**src/rtl/icmp_rx_buf_ctrl.sv**
```systemverilog
// icmp_rx_buf_ctrl
//   Sequencing controller for the ICMP receive buffer RAM. Stores one
//   incoming payload byte-stream, tracks its length and 16-bit ones'-complement
//   sum, holds it until tx_start, then replays it as a ready/valid byte stream
//   through a 4-entry output FIFO that hides the RAM read latency.
//
// Ports
//   clk, rst                      clock, synchronous active-high reset
//   rx_valid/rx_data/rx_last/rx_err, rx_ready   input byte stream
//   frm_rdy, frm_len, frm_sum     buffered-frame status (valid while frm_rdy)
//   drop_pulse                    one-cycle pulse when a frame is discarded
//   tx_start                      replay request (honoured only while holding)
//   tx_valid/tx_data/tx_last, tx_ready          output byte stream
//   ram_wr_*                      registered RAM write port
//   ram_rd_addr, ram_rd_data      RAM read port (data RD_LATENCY cycles later)
module icmp_rx_buf_ctrl #(
  parameter int ADDR_WIDTH = 11,
  parameter int RD_LATENCY = 2
) (
  input  logic                  clk,
  input  logic                  rst,
  input  logic                  rx_valid,
  input  logic [7:0]            rx_data,
  input  logic                  rx_last,
  input  logic                  rx_err,
  output logic                  rx_ready,
  output logic                  frm_rdy,
  output logic [ADDR_WIDTH:0]   frm_len,
  output logic [15:0]           frm_sum,
  output logic                  drop_pulse,
  input  logic                  tx_start,
  output logic                  tx_valid,
  output logic [7:0]            tx_data,
  output logic                  tx_last,
  input  logic                  tx_ready,
  output logic [7:0]            ram_wr_data,
  output logic [ADDR_WIDTH-1:0] ram_wr_addr,
  output logic                  ram_wr_en,
  output logic [ADDR_WIDTH-1:0] ram_rd_addr,
  input  logic [7:0]            ram_rd_data
);

  typedef enum logic [2:0] {
    S_IDLE,
    S_RECV,
    S_DROP,
    S_HOLD,
    S_READ
  } state_t;

  localparam logic [ADDR_WIDTH:0] CNT_FULL = {1'b1, {ADDR_WIDTH{1'b0}}};
  localparam logic [ADDR_WIDTH:0] CNT_ONE  = {{ADDR_WIDTH{1'b0}}, 1'b1};

  state_t                  state, state_nxt;
  logic [ADDR_WIDTH:0]     cnt;
  logic [ADDR_WIDTH-1:0]   wr_ptr;
  logic [15:0]             sum;
  logic [ADDR_WIDTH:0]     rd_cnt;
  logic [ADDR_WIDTH:0]     tx_cnt;
  logic [RD_LATENCY-1:0]   rd_pipe;
  logic [7:0]              fifo_mem [4];
  logic [1:0]              f_wp, f_rp;
  logic [2:0]              f_cnt;
  logic [2:0]              inflight;
  logic [2:0]              occ;

  logic rx_ready_s, frm_rdy_s, wr_en_nxt, drop_nxt, rd_issue, clear;
  logic rx_acc, tx_hs, overflow;

  function automatic logic [15:0] oc_add(input logic [15:0] a, input logic [15:0] b);
    logic [16:0] s;
    s = {1'b0, a} + {1'b0, b};
    // a carry out leaves s[15:0] <= 16'hFFFE, so the fold cannot carry again
    return s[15:0] + {15'b0, s[16]};
  endfunction

  assign rx_acc   = rx_valid & rx_ready;
  assign overflow = (cnt == CNT_FULL);
  assign tx_valid = (f_cnt != 3'd0);
  assign tx_data  = fifo_mem[f_rp];
  assign tx_last  = tx_valid && ((tx_cnt + CNT_ONE) == cnt);
  assign tx_hs    = tx_valid & tx_ready;
  assign rx_ready = rx_ready_s & ~rst;
  assign frm_rdy  = frm_rdy_s;
  assign frm_len  = cnt;
  assign frm_sum  = sum;
  assign ram_rd_addr = rd_cnt[ADDR_WIDTH-1:0];

  // reads in flight plus FIFO occupancy; issue is throttled to keep this < 4
  always_comb begin
    inflight = '0;
    for (int unsigned i = 0; i < RD_LATENCY; i++) begin
      inflight = inflight + {2'b00, rd_pipe[i]};
    end
    occ = inflight + f_cnt;
  end

  always_ff @(posedge clk) begin
    if (rst) state <= S_IDLE;
    else     state <= state_nxt;
  end

  always_comb begin
    state_nxt  = state;
    rx_ready_s = 1'b0;
    frm_rdy_s  = 1'b0;
    wr_en_nxt  = 1'b0;
    drop_nxt   = 1'b0;
    rd_issue   = 1'b0;
    clear      = 1'b0;
    case (state)
      S_IDLE: begin
        rx_ready_s = 1'b1;
        if (rx_acc) begin
          wr_en_nxt = 1'b1;
          if (rx_last) begin
            if (rx_err) drop_nxt  = 1'b1;
            else        state_nxt = S_HOLD;
          end else begin
            state_nxt = S_RECV;
          end
        end
      end
      S_RECV: begin
        rx_ready_s = 1'b1;
        if (rx_acc) begin
          if (overflow) begin
            drop_nxt  = 1'b1;
            state_nxt = rx_last ? S_IDLE : S_DROP;
          end else begin
            wr_en_nxt = 1'b1;
            if (rx_last) begin
              if (rx_err) begin
                drop_nxt  = 1'b1;
                state_nxt = S_IDLE;
              end else begin
                state_nxt = S_HOLD;
              end
            end
          end
        end
      end
      S_DROP: begin
        rx_ready_s = 1'b1;
        if (rx_acc && rx_last) state_nxt = S_IDLE;
      end
      S_HOLD: begin
        frm_rdy_s = 1'b1;
        if (tx_start) state_nxt = S_READ;
      end
      S_READ: begin
        frm_rdy_s = 1'b1;
        rd_issue  = (rd_cnt != cnt) && !occ[2];
        if (tx_hs && tx_last) begin
          state_nxt = S_IDLE;
          clear     = 1'b1;
        end
      end
      default: state_nxt = S_IDLE;
    endcase
  end

  always_ff @(posedge clk) begin
    if (rst) begin
      ram_wr_en   <= 1'b0;
      ram_wr_addr <= '0;
      ram_wr_data <= '0;
      drop_pulse  <= 1'b0;
      cnt         <= '0;
      wr_ptr      <= '0;
      sum         <= '0;
      rd_cnt      <= '0;
      tx_cnt      <= '0;
      rd_pipe     <= '0;
      f_wp        <= '0;
      f_rp        <= '0;
      f_cnt       <= '0;
      for (int unsigned i = 0; i < 4; i++) fifo_mem[i] <= '0;
    end else begin
      ram_wr_en  <= wr_en_nxt;
      drop_pulse <= drop_nxt;
      if (wr_en_nxt) begin
        ram_wr_data <= rx_data;
        ram_wr_addr <= (state == S_IDLE) ? '0 : wr_ptr;
      end

      // first byte restarts the frame; even offsets are the high byte
      if (state == S_IDLE && rx_acc) begin
        cnt    <= CNT_ONE;
        wr_ptr <= {{(ADDR_WIDTH-1){1'b0}}, 1'b1};
        sum    <= {rx_data, 8'h00};
      end else if (state == S_RECV && rx_acc && !overflow) begin
        cnt    <= cnt + CNT_ONE;
        wr_ptr <= wr_ptr + 1'b1;
        sum    <= oc_add(sum, cnt[0] ? {8'h00, rx_data} : {rx_data, 8'h00});
      end

      rd_pipe <= {rd_pipe[RD_LATENCY-2:0], rd_issue};
      if (rd_issue) rd_cnt <= rd_cnt + CNT_ONE;

      if (rd_pipe[RD_LATENCY-1]) begin
        fifo_mem[f_wp] <= ram_rd_data;
        f_wp           <= f_wp + 1'b1;
      end
      if (tx_hs) begin
        f_rp   <= f_rp + 1'b1;
        tx_cnt <= tx_cnt + CNT_ONE;
      end
      case ({rd_pipe[RD_LATENCY-1], tx_hs})
        2'b10:   f_cnt <= f_cnt + 1'b1;
        2'b01:   f_cnt <= f_cnt - 1'b1;
        default: f_cnt <= f_cnt;
      endcase

      if (clear) begin
        cnt    <= '0;
        wr_ptr <= '0;
        sum    <= '0;
        rd_cnt <= '0;
        tx_cnt <= '0;
        f_wp   <= '0;
        f_rp   <= '0;
        f_cnt  <= '0;
      end
    end
  end

endmodule

```
**config.mk**
```make
export PLATFORM = sky130hd
export DESIGN_NAME = icmp_rx_buf_ctrl
export DESIGN_NICKNAME = d
export VERILOG_FILES = /design/src/rtl/icmp_rx_buf_ctrl.sv
export SDC_FILE = /design/constraint.sdc
export NUM_CORES = 1
export LEC_CHECK = 0
export BUFFER_PORTS_ARGS = -buffer_cell sky130_fd_sc_hd__buf_2
export CAP_MARGIN = 0
export CORE_MARGIN = 4
export CORE_UTILIZATION = 47
export DETAILED_ROUTE_END_ITERATION = 10
export GPL_TIMING_DRIVEN = 0
export HOLD_SLACK_MARGIN = 0.1
export PLACE_DENSITY = 0.67
export RECOVER_POWER = 50
export SLEW_MARGIN = 30
export SYNTH_ARGS = -nofsm -noshare
export SYNTH_HDL_FRONTEND = slang
export SYNTH_SLANG_ARGS = --single-unit
```
**constraint.sdc**
```tcl
create_clock -name clk -period 14.7 [get_ports clk]
set_input_delay 3.675 -clock clk [delete_from_list [all_inputs] [get_ports clk]]
set_output_delay 3.675 -clock clk [all_outputs]
set_load 0.005 [all_outputs]
```
# Word level (Yosys, flattened, before mapping)
# Memories as Yosys holds them, arrays and structs flattened. A register that Yosys moved wholly into a read port is not among the register bits.
# Cells that the tools add are included.
totals:
  in_bits: 23
  elab_cells: 115
  mem_count: 1
  reg_bits: 96
  ram_bits: 32
  output_inout_bits: 72
mem_list:
  columns: ["name", "depth", "width", "rd", "rd_ports_with_merged_regs", "write_ports", "line", "text"]
  rows:
  - ["fifo_mem", 4, 8, 1, 1, 4, "61", "logic [7:0] fifo_mem [4];"]
classes:
  bitwise_logic: 4
  n_eq_ne: 16
  n_addsub: 12
  reduce_logical: 19
  mux: 46
op_table:
  columns: ["cell", "n"]
  rows:
  - ["$mux W16", 3]
  - ["$add A12 B1 Y12 const B", 3]
  - ["$mux W3", 9]
  - ["$mux W1", 23]
  - ["$add A16 B16 Y17", 1]
  - ["$add A16 B1 Y16", 1]
  - ["$pmux W3 S5", 1]
  - ["$eq A12 B12 Y1", 1]
  - ["$eq A12 B12 Y1 const B", 1]
  - ["$ne A12 B12 Y1", 1]
  - ["$add A11 B1 Y11 const B", 1]
  - ["$mux W11", 1]
  - ["$mux W2", 5]
  - ["$ne A2 B2 Y1 const B", 5]
  - ["$mux W8", 1]
  - ["$reduce_or A8 Y1", 1]
  - ["$logic_and A1 B1 Y1", 7]
  - ["$reduce_and A7 Y1", 1]
  - ["$eq A3 B2 Y1 const B", 2]
  - ["$ne A3 B3 Y1 const B", 2]
  - ["$pmux W3 S2", 1]
  - ["$reduce_or A3 Y1", 2]
  - ["$add A2 B1 Y2 const B", 2]
  - ["$pmux W1 S2", 2]
  - ["other kinds (15)", 20]

# Longest topological paths before layout
# Gate-level depths: netlist of the first run.
logic_depth:
  ltp_word: 9
  depth_mapped: 20
  mapped_depth_nobuf: 18

# Worst setup path after synthesis of the first run
# OpenSTA, ideal clock, no wires.
synth_timing:
  path_type: "input to output"
  startpoint: "input port rst"
  endpoint: "output port rx_ready"
  path_stages: 2
  required_time_ns: 11.025
  arrival_time_ns: 4.082
  path_buffers: 1
  path_slack_ns: 6.943
  cell_sequence: "clkbuf_1 -> a211oi_1"
synth_between:
  elab_chain_len: 2
synth_lines:
  columns: ["item", "line", "text"]
  rows:
  - ["from (decl)", "21", "input logic rst,"]
  - ["$not A1 Y1", "83", "assign rx_ready = rx_ready_s & ~rst;"]
  - ["$and A1 B1 Y1", "83", null]
  - ["to (decl)", "26", "output logic rx_ready,"]
# Every way passes these cells.

# Final worst setup path of the first run
# Same ends and word-level chain as after synthesis.

==> results of run 1 <==
## routing by layer
metal,wire (um),global-route usage,up-vias,share of wire
li1,-,-,3205,-
met1,8492,0.2728,3051,0.46
met2,9044,0.3477,148,0.49
met3,780,0.04173,19,0.042
met4,235,0.05486,2,0.013
met5,13,0,-,0.00070
## cells by family after synthesis
logic type | count (synthesis)
multiplexers | 11
flip-flops | 130
AO/OA/AOI/OAI | 136
adder cells (fa/ha/maj) | 28
XOR/XNOR | 93
buffers and inverters | 87
AND/OR/NAND/NOR | 361
## worst max-delay path by stage
stage | from | endpoint
2_1_floorplan | rst | rx_ready
3_3_place_gp | rx_data[0] | frm_sum[15]$_SDFFE_PP0P_
3_5_place_dp | rx_data[0] | frm_sum[15]$_SDFFE_PP0P_
4_1_cts | rst | rx_ready
5_1_grt | rst | rx_ready
6_report | rst | rx_ready
## worst min-delay path, delay by kind of cell, from the launching register on
| kind | cells | cell delay [ns] |
|---|---|---|
| AND/OR/NAND/NOR | 1 | 0.05 |
| AO/OA/AOI/OAI | 1 | 0.06 |
| flip-flops | 1 | 0.31 |
## area by class of cell
type / count / share of cell area
well taps: 216 / 0.03064
flip-flops and latches: 130 / 0.3314
repair buffers: 93 / 0.04923
multi-input cells: 629 / 0.4758
clock buffers: 19 / 0.05263
plain buffers: 61 / 0.03646
clock inverters: 13 / 0.01277
inverters: 26 / 0.01107
## where the power goes
group	total (mW)	internal [mW]	switching, mW
sequential	0.376	0.372	0.00417
clock	0.404	0.236	0.168
combinational	0.0705	0.0280	0.0424
total	0.851	0.636	0.215
## placed cells by master (no fill, tap or decap), types with 8 or more instances in the layout
master,count
sky130_fd_sc_hd__nor2_1,110
sky130_fd_sc_hd__dfxtp_1,98
sky130_fd_sc_hd__nand2_1,82
sky130_fd_sc_hd__buf_2,79
sky130_fd_sc_hd__clkbuf_1,55
sky130_fd_sc_hd__xnor2_1,52
sky130_fd_sc_hd__xor2_1,41
sky130_fd_sc_hd__nand3_1,36
sky130_fd_sc_hd__edfxtp_1,32
sky130_fd_sc_hd__a21oi_1,31
sky130_fd_sc_hd__ha_1,26
sky130_fd_sc_hd__inv_1,24
sky130_fd_sc_hd__o21ai_0,20
sky130_fd_sc_hd__clkbuf_16,18
sky130_fd_sc_hd__nor3_1,16
sky130_fd_sc_hd__nand4_1,15
sky130_fd_sc_hd__and3_1,13
sky130_fd_sc_hd__nor2b_1,12
sky130_fd_sc_hd__a211oi_1,11
sky130_fd_sc_hd__and2_1,10
sky130_fd_sc_hd__or3_1,9
sky130_fd_sc_hd__mux4_2,8
sky130_fd_sc_hd__buf_4,8
## sequential cells by signal, indices dropped and copies added (netlist names), 8 cells and up, named ones only
signal and cells:
ram_wr_addr 11, frm_len 12, tx_cnt 12, wr_ptr 11, ram_wr_data 8, frm_sum 16, rd_cnt 12, fifo_mem 32
## through the flow
stage | setup WS [ns] | util | instance area (sq um)
6_report | 6.653 | 0.5572 | 8820
5_1_grt | 6.606 | 0.5572 | 8820
4_1_cts | 6.621 | 0.5600 | 8864
3_5_place_dp | 6.519 | 0.5236 | 8287
3_3_place_gp | 6.543 | 0.5236 | 8287
2_1_floorplan | 6.943 | - | 7551
==> summary by stage, run 1 <==
Clock network
The clock passes through at most 2 buffers. The number of gates given a new drive strength after cts is 0. The total CTS buffers is 17. The number of setup buffers added after CTS is 0.

At the later pin of the worst-skew pair, clock insertion delay measures 0.42 ns. Counting every sink on the clock net gives 130. The register clock-pin slew on the reported worst setup and hold paths is 0.06 ns.

The number of hold buffers added after CTS was 0. The cell at the root of the clock tree is sky130_fd_sc_hd__clkbuf_16. The clock tree from TritonCTS is yes. The H-tree depth is 4.

Synth
The total standard cell area after synthesis is 7551 sq um. The share of the synthesized area in compound gates (AO/OA/AOI/OAI) is 0.1253. The number of cells produced by synthesis is 846. For this run, the leading register cell type out of synthesis is sky130_fd_sc_hd__dfxtp_1. Of the total synthesized cell area, the portion taken by full adders, half adders and majority gates is 0.04838.

The portion of the post-synthesis area used by sequential elements is 0.3871. The share of synthesized area in the top cell type comes to 0.2598. Of the post-synthesis cell area, the part taken by muxes is 0.02784. Sorting the synthesized cells by area gives the leading types as sky130_fd_sc_hd__dfxtp_1, sky130_fd_sc_hd__edfxtp_1, sky130_fd_sc_hd__xnor2_1. Sorting the synthesized cells by how often they occur yields sky130_fd_sc_hd__nor2_1, sky130_fd_sc_hd__dfxtp_1, sky130_fd_sc_hd__nand2_1. The simple-gate portion of the synthesized area is 0.2474. The combinational family with the most area after synthesis is simple AND/OR/NAND/NOR gates. The library cell with the largest summed area after synthesis is sky130_fd_sc_hd__dfxtp_1.

Counting flops with a built-in enable in the synthesized netlist gives 32. The average instance area after synthesis is 8.926 sq um. After synthesis the netlist holds a flip-flop and latch count of 130.

The cell with the most instances after synthesis is sky130_fd_sc_hd__nor2_1. Synthesis instantiated 87 different standard cells from the library. Synthesis produced a netlist with a net count of 897.

The Yosys warning count is 0. The xor and xnor area share after synthesis is 0.1079. The fraction of registers with async set or reset after synthesis is 0.

Worst setup path
The master of the slowest instance on the critical path is sky130_fd_sc_hd__a211oi_1. The sum of buffers and inverters on the critical path is 2. The setup slack of the most critical reg-to-reg path is 8.90 ns.

The kind of start point of the critical path is a primary input. The endpoint class of the critical path is a primary output. The critical path in this run is classified as in -> out. The worst endpoint required time is 11.02 ns.

The maximum single-stage delay on the critical path is 0.34 ns. For the worst setup path, the data arrival time is 4.37 ns. The worst register-to-register path ends at frm_sum[15]$_SDFFE_PP0P_.

The critical path runs through a total of 3 cells. The worst register-to-register path has a depth of 20. The source of the worst register-to-register timing path is frm_len[0]$_SDFFE_PP0P_. The largest fanout on the critical path is 8. Traced cell by cell, the critical path runs through clkbuf_1, a211oi_1, buf_2.

The cell family contributing the most delay on the critical path is buffers and inverters.

Place
The number of I/O port buffers is 93. The number of placed instances, taps included, is 1155. At the end of routability-driven placement, the weighted congestion stood at 0.9352. After legalization and detailed placement, the total HPWL measured 13880 um.

Layout
The total inserted antenna cells is 0. The number of nets in the layout is 1009. The final cell count without fillers is 1187. The filler cells instantiated in the layout total 1484.

The combined area of the multi-input logic cells is 4197 sq um. Of the cells placed in the final design, the portion with a size suffix greater than 1 is 0.1751. From synthesis to final layout, the design area changed by 16.80%.

The total area of sequential cells is 2923 sq um.

Floorplanning
The die extent in y is 134.8 um. The area of the core region is 15830 sq um. The die area is 18160 sq um. For this configuration, the core starts out at a cell density of 0.4771. The width of the die is 134.8 um. 95 I/O pins were placed. The number of standard-cell rows in the floorplan is 46.

STA
The smallest clock period supported by the final layout is computed as 8.047 ns. The highest achievable clock rate is 0.1243 GHz. For the final routed database, the setup TNS stands at 0 ns. The number of hold violations in the final report came to 0.

The share of the clock period used by the worst path is 0.5474. Setup repair after global routing left no endpoint under its margin. The total count of max-transition violations in the final report is 0. Measured against its own limit, the worst slew margin works out to 0.4476. The clock arrives with 0.01233 ns of skew. The final count of negative-setup-slack endpoints is 0. At the pin with the least slew margin, the transition time is 0.8231 ns. Hold timing on the final database bottoms out at a slack of 0.4570 ns.

GRT
The first global-routing pass estimated 30230 um of wire. The number of antenna violations at the first check in global routing was 1. The largest net degree at the start of global routing is 17. The total global routing track utilization is 0.2068. The via count of the first global-routing pass is 6013.

Summed over all layers, the global routing overflow is 0.

Power and ir drop
Power comes to 850.7 uW. In this run the power density over the cells is 96.45 nW/um^2. The leakage power total is 3.522 nW. The worst-case IR drop observed on VDD is 81.24 uV.

Routing
The detailed-routing iteration count for the pre-antenna-repair pass is 5. The initial DRC count is 328. The number of nets with antenna violations after detailed routing is 0.

The residual DRC count is 0. Dividing the detail-routed via count by the number of cells gives 5.413. After detailed routing, the average wire length per cell comes to 15.64 um. For this block, the via count after detailed routing is 6425. The routed design has 18570 um of wire.

Min path
The destination of the worst hold path is ram_wr_addr[5]$_SDFFE_PP0P_. The worst hold path passes through 2 cells. The critical hold path startpoint is ram_wr_addr[5]$_SDFFE_PP0P_. The tightest min-delay check is of the reg -> reg type.

Outcome
The flow ran to the end, and the final reports show no timing, DRC or antenna violations.

Job
Max-cap violations in this run came to 0.
No activity file was read; power rests on OpenSTA's default activity.
==> run 2: changes to the inputs <==
Settings changed: ABC_AREA set to 1.
Clock period 14.7 ns to 7.9 ns, I/O delays scaled along.
==> run 2 against run 1 <==
Count of clock-buffer cells in the layout grew 1. Total power grew 130%. Utilization grew 0.71 points. Critical path type is now in -> reg. Highest routed layer is now met4.
==> summary by stage, run 2 <==
Outcome
The flow ran to the end, and the final reports show no timing, DRC or antenna violations.

Routing
The number of nets with antenna violations after detailed routing is 0 (unchanged). The per-cell routed wire length is 13.98 um (-11%). The residual DRC count is 0 (unchanged).

The detailed-route wire length came to 21040 um (+13%). The via total after detailed routing is 7520 (+17%). The detailed-routing iteration count for the pre-antenna-repair pass came to 4 (-1). The detailed-route vias per instance is 4.997 (-7.7%). The initial DRC count came to 499 (+52%).

Worst setup path
The most numerous cell type found on the critical path is sky130_fd_sc_hd__nand2_1. The worst endpoint required time is 8.26 ns (-2.76 ns). The data arrival at the endpoint of the critical path came to 5.80 ns (+1.43 ns). The startpoint identified for the worst register-to-register timing path is frm_len[0]$_SDFFE_PP0P_.

The maximum single-stage delay on the critical path came to 0.38 ns (+0.04 ns). The endpoint class of the critical path is a flop. The endpoint of the worst register-to-register path is frm_sum[9]$_SDFFE_PP0P_. The setup slack of the most critical reg-to-reg path is 3.13 ns (-5.77 ns).

The path depth of the worst reg2reg path is 26 (+30%). The slowest stage of the critical path is the sky130_fd_sc_hd__fa_1 cell. The startpoint-to-endpoint class of the critical path is in -> reg.

The largest fanout on the critical path came to 5 (-3). STA classifies the critical path startpoint as a primary input.

GRT
The largest net degree at the start of global routing was 17 (unchanged). The global-route wire length before repair is 33970 um (+12%). The via count of the first global-routing pass came to 7076 (+18%).

The sum of overflow across all layers after global routing is 0 (unchanged). The number of antenna violations at the first check in global routing is 0 (-1). The total global routing track utilization is 0.2310 (+0.02413).

Synth
After synthesis, the cell types taking the most area are sky130_fd_sc_hd__dfxtp_1, sky130_fd_sc_hd__nand2_1, sky130_fd_sc_hd__edfxtp_1. The total standard cell area after synthesis came to 7817 sq um (+3.5%). The number of flip-flops and latches in the synthesized netlist came to 130 (unchanged). The number of cells produced by synthesis is 1163 (+37%).

By count the netlist is led by sky130_fd_sc_hd__nand2_1, sky130_fd_sc_hd__inv_1, sky130_fd_sc_hd__nor2_1. The count of cell types in the netlist came to 39 (-55%). The number of enable flip-flop cells after synthesis is 32 (unchanged).

The average instance area after synthesis was 6.722 sq um (-25%). The top cell type's share of synthesized area is 0.2510 (-0.008857). The library cell with the largest summed area after synthesis is sky130_fd_sc_hd__dfxtp_1. In the synthesized netlist the dominant register cell turns out to be sky130_fd_sc_hd__dfxtp_1. The Yosys warning count is 0 (unchanged). The portion of the post-synthesis area used by sequential elements is 0.3739 (-0.01320). The fraction of registers with async set or reset after synthesis is 0 (unchanged).

The number of nets in the synthesized netlist is 1214 (+35%). The cell with the most instances after synthesis is sky130_fd_sc_hd__nand2_1.

Clock network
The post-cts hold buffer count is 0 (unchanged). The buffer count from post-CTS setup fixing is 0 (unchanged). The worst-skew pair later-pin latency was 0.43 ns (about the same). The number of gates given a new drive strength after cts is 0 (unchanged). The CTS sink count is 130 (unchanged). The total CTS buffers is 17 (unchanged).

The root buffer cell chosen for the clock tree is sky130_fd_sc_hd__clkbuf_16. The deepest clock path buffer count is 2 (unchanged). TritonCTS built the clock tree.

The register clock-pin slew on the reported worst setup and hold paths is 0.06 ns (about the same). The H-tree depth was 4 (unchanged).

STA
Based on the critical path, the design can be clocked at up to 0.1838 GHz. Of the available clock period, the critical path in the final layout requires 0.6886. The largest clock skew in the final design is 0.007520 ns (-0.004805 ns).

Setup repair after global routing left no endpoint under its margin. The final count of negative-setup-slack endpoints was 0 (unchanged). The setup slack of the critical path after layout is 2.460 ns (-4.194 ns). The smallest hold slack was 0.4154 ns (-0.04160 ns). The worst slew margin relative to its limit is 0.3915 (-0.05603).

The number of hold violations in the final report is 0 (unchanged). The smallest clock period supported by the final layout is computed as 5.440 ns. The final total negative setup slack came to 0 ns (unchanged). The slew of the pin with the lowest slew margin was 0.9066 ns (+0.08348 ns).

The total count of max-transition violations in the final report is 0 (unchanged).

Power and ir drop
The clock network fraction of total power is 0.418 (-0.057). The switching portion of total power is 0.3023 (+0.04966). The share of total power in combinational logic was 0.190 (+0.107). The total power consumption of the routed design is 1.919 mW (+130%).

The internal power is 1.339 mW (+110%). The fraction of power consumed by sequential logic is 0.393 (-0.049). The power per unit of standard cell area is 211.0 nW/um^2 (+120%). The worst vdd rail ir drop is 192.8 uV (+140%). The leakage power total is 4.107 nW (+17%). The power spent charging and discharging nets is 580.1 uW (+170%).

Layout
The library cells used most frequently in the layout, excluding fill and tap cells, are sky130_fd_sc_hd__nand2_1, sky130_fd_sc_hd__inv_1, sky130_fd_sc_hd__nor2_1, sky130_fd_sc_hd__dfxtp_1, sky130_fd_sc_hd__nand3_1. The share of cells above drive strength 1 is 0.09310 (-0.08198). Ranked by flip-flop count, first place goes to fifo_mem. Leaving out fill and tap cells, the most frequent cell in the layout is sky130_fd_sc_hd__nand2_1. The end-of-flow core utilization was 0.5644 (+0.007130).

The flip-flop count of the largest register after layout is 32 (unchanged). The total inserted antenna cells is 0 (unchanged). The number of nets in the layout is 1327 (+32%). The layout-stage area growth over the synthesis result is 16.34%.

Min path
The hold-critical path depth is 2 (unchanged). The worst hold path terminates at rd_pipe[1]$_SDFF_PP0_. The critical hold path startpoint is rd_pipe[0]$_SDFF_PP0_. The class of the most critical hold timing path is reg -> reg.

Floorplanning
The area of the core region is 16120 sq um (+1.8%). The die area is 18760 sq um (+3.3%). The width of the die is 137.0 um (+1.6%).

The die extent in y is 137.0 um (+1.6%). The top-level port count is 95 (unchanged). The initial standard-cell utilization of the core is 0.4851 (+0.008018).

The number of standard-cell rows in the floorplan is 46 (unchanged).

Place
The final weighted congestion in routability-driven placement came to 0.9346 (about the same). The worst-case setup slack after placement was 2.111 ns (-4.408 ns). The number of I/O port buffers is 94 (+1.1%). The total half-perimeter wirelength after legalization and detailed placement is 16040 um (+16%).

Job
The count of max-cap constraint violations is 0 (unchanged).
==> run 2: cell count changes after synthesis, moves of 10 or more <==
| cell | before | now |
|---|---|---|
| sky130_fd_sc_hd__o21ai_0 | 23 | 73 |
| sky130_fd_sc_hd__buf_2 | 15 | 4 |
| sky130_fd_sc_hd__nand3_1 | 36 | 79 |
| sky130_fd_sc_hd__nor2_1 | 110 | 175 |
| sky130_fd_sc_hd__xnor2_1 | 52 | 4 |
| sky130_fd_sc_hd__nor2b_1 | 12 | 0 |
| sky130_fd_sc_hd__a21oi_1 | 31 | 41 |
| sky130_fd_sc_hd__inv_1 | 24 | 189 |
| sky130_fd_sc_hd__nand2_1 | 81 | 284 |
| sky130_fd_sc_hd__a211oi_1 | 11 | 0 |
| sky130_fd_sc_hd__clkbuf_1 | 28 | 13 |
| sky130_fd_sc_hd__and3_1 | 13 | 0 |
==> run 2: kinds of logic (layout without fill, tap and decap cells) <==
family	Yosys count	count (layout)	share of synthesized area
adders and majority gates	28	28	0.04673
muxes	2	2	0.002561
buffers and inverters	230	356	0.1207
xor gates and xnor gates	37	37	0.04145
AOI/OAI and AO/OA	136	136	0.09331
DFF	130	130	0.3739
and+or+nand+nor	600	600	0.3214
==> run 2: worst max-delay path by stage <==
stage | start | end | depth (start not counted)
floorplan | rx_data[0] | frm_sum[9]$_SDFFE_PP0P_ | 25
global placement | rx_data[0] | frm_sum[9]$_SDFFE_PP0P_ | 26
detailed placement | rx_data[0] | frm_sum[9]$_SDFFE_PP0P_ | 26
CTS | rx_data[0] | frm_sum[9]$_SDFFE_PP0P_ | 26
global route | rx_data[0] | frm_sum[9]$_SDFFE_PP0P_ | 26
finish | rx_data[0] | frm_sum[9]$_SDFFE_PP0P_ | 26
==> run 2: worst max-delay path, delay by kind of cell <==
family / cells / cell delay (ns)
adder cells (fa/ha/maj): 3 / 0.86
buffers and inverters: 4 / 0.36
AO/OA/AOI/OAI: 5 / 0.89
AND/OR/NAND/NOR: 14 / 1.70
==> run 2: power by group through the flow <==
stage / Combinational (mW) / Clock [mW] / Sequential, mW
2_1_floorplan: 0.255 / 0 / 0.759
3_3_place_gp: 0.360 / 0 / 0.767
3_5_place_dp: 0.365 / 0 / 0.767
4_1_cts: 0.368 / 0.809 / 0.753
5_1_grt: 0.420 / 0.844 / 0.759
6_report: 0.364 / 0.802 / 0.753
==> run 2: layout make-up <==
cell class              count  area [sq um]
plain buffers              37         203.9
clock buffers              20         436.7
clock inverters            12         157.7
fillers                  1665          7020
inverters                 193         724.4
multi-input cells         803          3949
flip-flops and latches    130          2923
well taps                 216         270.3
repair buffers             94         430.4
==> run 2: metal layers <==
metal / vias to the layer above / global-route usage / share of wire / wire length (um)
met5: - / 0 / 0 / 0
met4: 0 / 0.09035 / 0.026 / 552
met3: 36 / 0.04375 / 0.044 / 925
met2: 146 / 0.3951 / 0.48 / 10140
met1: 3411 / 0.2870 / 0.45 / 9423
li1: 3927 / - / - / -
==> run 2: metrics by stage <==
stage          instance area (sq um)  std cells
2_1_floorplan                   7818       1163
5_1_grt                         9095       1505
3_5_place_dp                    8558       1473
6_report                        9095       1505
4_1_cts                         9153       1505
3_3_place_gp                    8558       1473
